--- src/rtl/arbitro_rr.sv ---
// arbitro_rr: merges four per-class FIFOs into one output FIFO.
// Each cycle one eligible class FIFO is popped, and its word is pushed to the
// output FIFO on the following cycle. Class selection is round-robin by default.
// Build option: define ARB_STRICT_PRIO_EN for fixed priority (class 0 highest,
// class 3 lowest). In that build there is no round-robin pointer.
//
// Handshake: pop[i] is a one-cycle read strobe, and class FIFO i accepts it
// unconditionally. Its read data appears on data_in the next cycle. push is a
// one-cycle write strobe that the output FIFO also accepts unconditionally.
// The only backpressure is almost_full, sampled at each rising edge. The
// output FIFO threshold must leave 2 free entries for the pop and push that
// may already be in flight.
module arbitro_rr #(
    parameter int WIDTH = 10
) (
    input  logic                 clk,
    input  logic                 reset,
    input  logic [3:0]           empty,
    input  logic [4*WIDTH-1:0]   data_in,
    input  logic                 almost_full,
    output logic [3:0]           pop,
    output logic                 push,
    output logic [WIDTH-1:0]     data_out,
    output logic [1:0]           grant_id,
    output logic [0:0]           dbg_state,
    output logic [1:0]           dbg_rr_ptr
);

    // The FSM mirrors pop: IDLE while pop is zero, GRANT while a pop is issued.
    localparam logic [0:0] IDLE  = 1'b0;
    localparam logic [0:0] GRANT = 1'b1;

    logic [3:0] pop_q, pop_d;
    logic       push_q, push_d;
    logic [1:0] grant_id_q, grant_id_d;
    logic [0:0] state_q, state_d;
    logic [3:0] eligible;
    logic       grant_en;
    logic [1:0] gnt_idx;

    // A pop still in flight has not yet reached empty. Excluding that class
    // prevents a double pop of a FIFO that holds a single entry.
    assign eligible = ~empty & ~pop_q;
    assign grant_en = ~almost_full & (|eligible);

`ifdef ARB_STRICT_PRIO_EN
    // Fixed priority: the lowest-numbered eligible class wins.
    always_comb begin
        gnt_idx = 2'd0;
        for (int k = 3; k >= 0; k--) begin
            if (eligible[k]) begin
                gnt_idx = 2'(k);
            end
        end
    end

    assign dbg_rr_ptr = 2'd0;
`else
    logic [1:0] rr_ptr_q, rr_ptr_d;
    logic [1:0] cand;
    logic       found;

    // Round-robin: first eligible class, searching upward (mod 4) from rr_ptr.
    always_comb begin
        gnt_idx = rr_ptr_q;
        cand    = rr_ptr_q;
        found   = 1'b0;
        for (int k = 0; k < 4; k++) begin
            cand = rr_ptr_q + 2'(k);
            if (!found && eligible[cand]) begin
                gnt_idx = cand;
                found   = 1'b1;
            end
        end
    end

    // Pointer moves past the granted class; holds while stalled or idle.
    always_comb begin
        rr_ptr_d = rr_ptr_q;
        if (grant_en) begin
            rr_ptr_d = gnt_idx + 2'd1;
        end
    end

    // Round-robin pointer register.
    always_ff @(posedge clk) begin
        if (reset) begin
            rr_ptr_q <= 2'd0;
        end else begin
            rr_ptr_q <= rr_ptr_d;
        end
    end

    assign dbg_rr_ptr = rr_ptr_q;
`endif

    // Next pop, push stage, and FSM state.
    always_comb begin
        pop_d      = 4'b0000;
        state_d    = IDLE;
        push_d     = |pop_q;
        grant_id_d = 2'd0;
        if (grant_en) begin
            pop_d   = 4'b0001 << gnt_idx;
            state_d = GRANT;
        end
        case (pop_q)
            4'b0010: grant_id_d = 2'd1;
            4'b0100: grant_id_d = 2'd2;
            4'b1000: grant_id_d = 2'd3;
            default: grant_id_d = 2'd0;
        endcase
    end

    // Pop stage and push stage registers. Reset drops any pending push.
    always_ff @(posedge clk) begin
        if (reset) begin
            pop_q      <= 4'b0000;
            push_q     <= 1'b0;
            grant_id_q <= 2'd0;
            state_q    <= IDLE;
        end else begin
            pop_q      <= pop_d;
            push_q     <= push_d;
            grant_id_q <= grant_id_d;
            state_q    <= state_d;
        end
    end

    // Output word: read data of the class being pushed.
    always_comb begin
        data_out = data_in[WIDTH-1:0];
        case (grant_id_q)
            2'd0: data_out = data_in[0*WIDTH +: WIDTH];
            2'd1: data_out = data_in[1*WIDTH +: WIDTH];
            2'd2: data_out = data_in[2*WIDTH +: WIDTH];
            2'd3: data_out = data_in[3*WIDTH +: WIDTH];
            default: data_out = data_in[WIDTH-1:0];
        endcase
    end

    assign pop       = pop_q;
    assign push      = push_q;
    assign grant_id  = grant_id_q;
    assign dbg_state = state_q;

endmodule

--- config.mk ---
export PLATFORM = sky130hd
export DESIGN_NAME = arbitro_rr
export DESIGN_NICKNAME = d
export VERILOG_FILES = /design/src/rtl/arbitro_rr.sv
export SDC_FILE = /design/constraint.sdc
export NUM_CORES = 1
export LEC_CHECK = 0
export BUFFER_PORTS_ARGS = -buffer_cell sky130_fd_sc_hd__buf_2
export CAP_MARGIN = 40
export CORE_UTILIZATION = 39
export CTS_CLUSTER_DIAMETER = 100
export DETAILED_ROUTE_END_ITERATION = 12
export GPL_TIMING_DRIVEN = 0
export PLACE_DENSITY_LB_ADDON = 0.08
export SLEW_MARGIN = 40
export SYNTH_ARGS = -nofsm -noshare
export SYNTH_HDL_FRONTEND = slang
export SYNTH_SLANG_ARGS = --single-unit
--- constraint.sdc ---
create_clock -name clk -period 2.2 [get_ports clk]
set_input_delay 0.33 -clock clk [delete_from_list [all_inputs] [get_ports clk]]
set_output_delay 0.33 -clock clk [all_outputs]
set_load 0.02 [all_outputs]
==> impl_metrics.py <==
metrics = {
    "outcome": {
        "status": "complete, no violations",
    },
    "global_routing": {
        "grt.busiest_layer": "met2",
        "met2_usage_pct": 34.6,
        "track_usage_pct": 19.1,
        "antenna_found_initial": 0,
        "grt_first_pass_wirelength_um": 2930,
        "use_met1_pct": 22.0,
        "grt_pass1_vias": 698,
        "grt_max_degree": 11,
        "grt.overflow.total": 0,
        "met3_usage_pct": 6.35,
    },
    "synthesis": {
        "synth_area_leaders": "mux4_2, dfxtp_1, nor2_1",
        "synth-seq-cells": 10,
        "ys_seq_area_share_pct": 26.8,
        "synth_fp_nets": 110,
        "synth-edff-count": 0,
        "synth_cells": 63,
        "yosysWarnings": 0,
        "synth_top_area_share_pct": 30.2,
        "synth_cell_types": 26,
        "async_flop_share_pct": 0,
        "syn_avg_cell_area_sq_um": 11.9,
        "netlist_area_sq_um": 747,
        "ys.flop_type": "dfxtp_1",
        "yosys.area.top_type": "mux4_2",
    },
    "clock_tree": {
        "clock_sinks": 10,
        "cts_root_buffer": "clkbuf_4",
        "htree_num_levels": 1,
        "ctsHoldBuffers": 0,
        "cts_tree": "done",
        "ctsResizeCount": 0,
        "cts.reportedPaths.clkPinSlew_ns": 0.06,
        "cts.path.max_buffers": 2,
        "post_cts_buffers": 0,
        "cts_buffers": 3,
        "clock_latency_ns": 0.25,
    },
    "setup_path": {
        "cp_top_family": "multiplexers",
        "critPathRequiredTime_ns": 1.87,
        "cpMaxStageDelayCell": "mux4_2",
        "reg2reg_depth": 5,
        "critical_path.most_common_cell": "buf_2",
        "path_cells": "buf_2 > mux4_2 > buf_2",
        "worstPathArrival_ns": 1.59,
        "reg2reg_slack_ns": 0.61,
        "endpoint_kind": "output pin",
        "cp_max_fo": 10,
        "slowest_delay_ns": 0.55,
        "critPathBufInv": 2,
        "critical_path_class": "flop to output pin",
        "rr_endpoint": "dbg_rr_ptr[1]",
        "crit-reg2reg-launch": "pop[1]",
        "startpoint_type": "flop",
    },
    "min_path": {
        "hold_depth": 2,
        "whs_endpoint": "dbg_rr_ptr[1]",
        "min_path_type": "input pin to flop",
        "worstHoldStart": "reset",
    },
    "routing": {
        "drtAntennaViolNets": 0,
        "first_pass_iters": 3,
        "routed_wl_um": 2040,
        "viasPerCell": 5.04,
        "via_count": 791,
        "drcViolationCount": 0,
        "drt-initial-drc-count": 1,
        "wl_per_cell_um": 13.0,
    },
    "sta": {
        "fmax_mhz": 521,
        "fin_skew_ns": 0.00479,
        "hold_slack_ns": 0.312,
        "setup_viol": 0,
        "final.min_clock_period_ns": 1.92,
        "worst_slew_pin_slew_ns": 0.543,
        "drv_slew": 0,
        "relSlewSlack_pct": 63.3,
        "rsz0062_at_grt": "no",
        "post-route-period-util_pct": 87.2,
        "hold_viol_final": 0,
        "fin_setup_tns_ns": 0,
    },
    "floorplanning": {
        "die_h_um": 45.8,
        "die_area_sq_um": 2090,
        "start_util_pct": 42.3,
        "coreArea_sq_um": 1760,
        "pin_count": 67,
        "row_count": 15,
        "die_x_um": 45.8,
    },
    "job": {
        "maxCapViolations": 0,
    },
    "final_layout": {
        "n_antenna_cell": 0,
        "fin_nets": 181,
        "layout-drive-gt1-share_pct": 69.7,
        "syn2layout_area_growth_pct": 51.4,
    },
    "power_and_ir_drop": {
        "p_total_uw": 578,
        "leakagePower_nw": 0.519,
        "irDropWorstVdd_v": 0.000544,
        "power.density_nw_per_um2": 511,
    },
    "placed_design": {
        "place_hpwl_um": 1780,
        "place.port_buffers": 66,
        "place_congestion": 0.715,
    },
}
[Yosys cell counts (3+ instances only)]
master,number
nor4_1,3
a211oi_2,3
mux4_2,10
nand2_1,4
nor2_1,11
xnor2_1,3
dfxtp_1,10
[area by class of cell]
cell class | count | area, sq um
timing repair buffer | 66 | 330
tap | 25 | 31.3
multi-input combinational | 49 | 523
sequential | 10 | 200
fill | 176 | 633
buffer | 3 | 20.0
clock buffer | 3 | 22.5
inverter | 1 | 3.75
[layer usage]
metal | vias to the layer above | part of all wire (%)
met4 | 0 | 0
li1 | 391 | -
met1 | 362 | 37
met5 | - | 0
met3 | 0 | 12
met2 | 38 | 51
[worst max path at each step]
| stage | start | end | slack (ns) | cells after the start |
|---|---|---|---|---|
| 2_1_floorplan | grant_id[0] | data_out[0] | 0.52 | 2 |
| 3_5_place_dp | grant_id[0] | data_out[7] | 0.54 | 3 |
| 6_report | grant_id[0] | data_out[0] | 0.28 | 3 |
| 4_1_cts | grant_id[0] | data_out[7] | 0.26 | 3 |
| 5_1_grt | grant_id[0] | data_out[7] | 0.16 | 3 |
| 3_3_place_gp | grant_id[0] | data_out[4] | 0.55 | 3 |
[layout by cell type, fill, tap and decap left out]
master	instances
o22a_2	1
mux4_2	10
o22a_4	1
or2_1	1
nor3_2	1
a31oi_4	1
and2b_1	1
buf_1	1
buf_6	1
nand2_1	4
xnor2_1	3
nor4_1	3
o221ai_1	1
nor2_1	11
inv_1	1
o22ai_2	1
and2_4	1
o31ai_4	1
a211oi_1	1
dfxtp_1	10
o21bai_1	1
nor3_1	1
clkbuf_4	3
buf_2	67
a211oi_2	3
o41ai_1	1
or2_2	1
[state kept, by name, indices dropped and copies added, names as in the netlist]
name and count:
pop 4, dbg_rr_ptr 2, grant_id 2, dbg_state 1, push 1
[where the power goes]
group	total, mW	switching [mW]	internal, mW
logic	0.250	0.128	0.122
clock network	0.116	0.0537	0.0627
registers	0.212	0.0164	0.195
total	0.578	0.198	0.379
[through the flow]
step,instances,cell area [sq um],utilization (%),worst slack [ns]
after floorplan,63,747,-,0.515
after global placement,154,1110,62.8,0.550
after detailed placement,154,1110,62.8,0.538
after CTS,157,1130,64.1,0.256
after global routing,157,1130,64.1,0.164
final,157,1130,64.1,0.281
[worst reg2reg max path: stages (launching register included)]
cell      delay [ns]
dfxtp_1         0.37
or2_2           0.36
a211oi_2        0.27
o22ai_2         0.14
xnor2_1         0.16
a211oi_2        0.21
[cell families (layout without fill, tap and decap cells)]
logic type / after synthesis / count (layout) / share of synthesized area [%]
flip-flops: 10 / 10 / 26.8
AND/OR/NAND/NOR: 24 / 24 / 15.9
multiplexers: 10 / 10 / 30.2
buffers and inverters: 4 / 73 / 3.18
AO/OA/AOI/OAI: 12 / 12 / 20.4
XOR/XNOR: 3 / 3 / 3.52
Power figures use the tool's default switching activity.
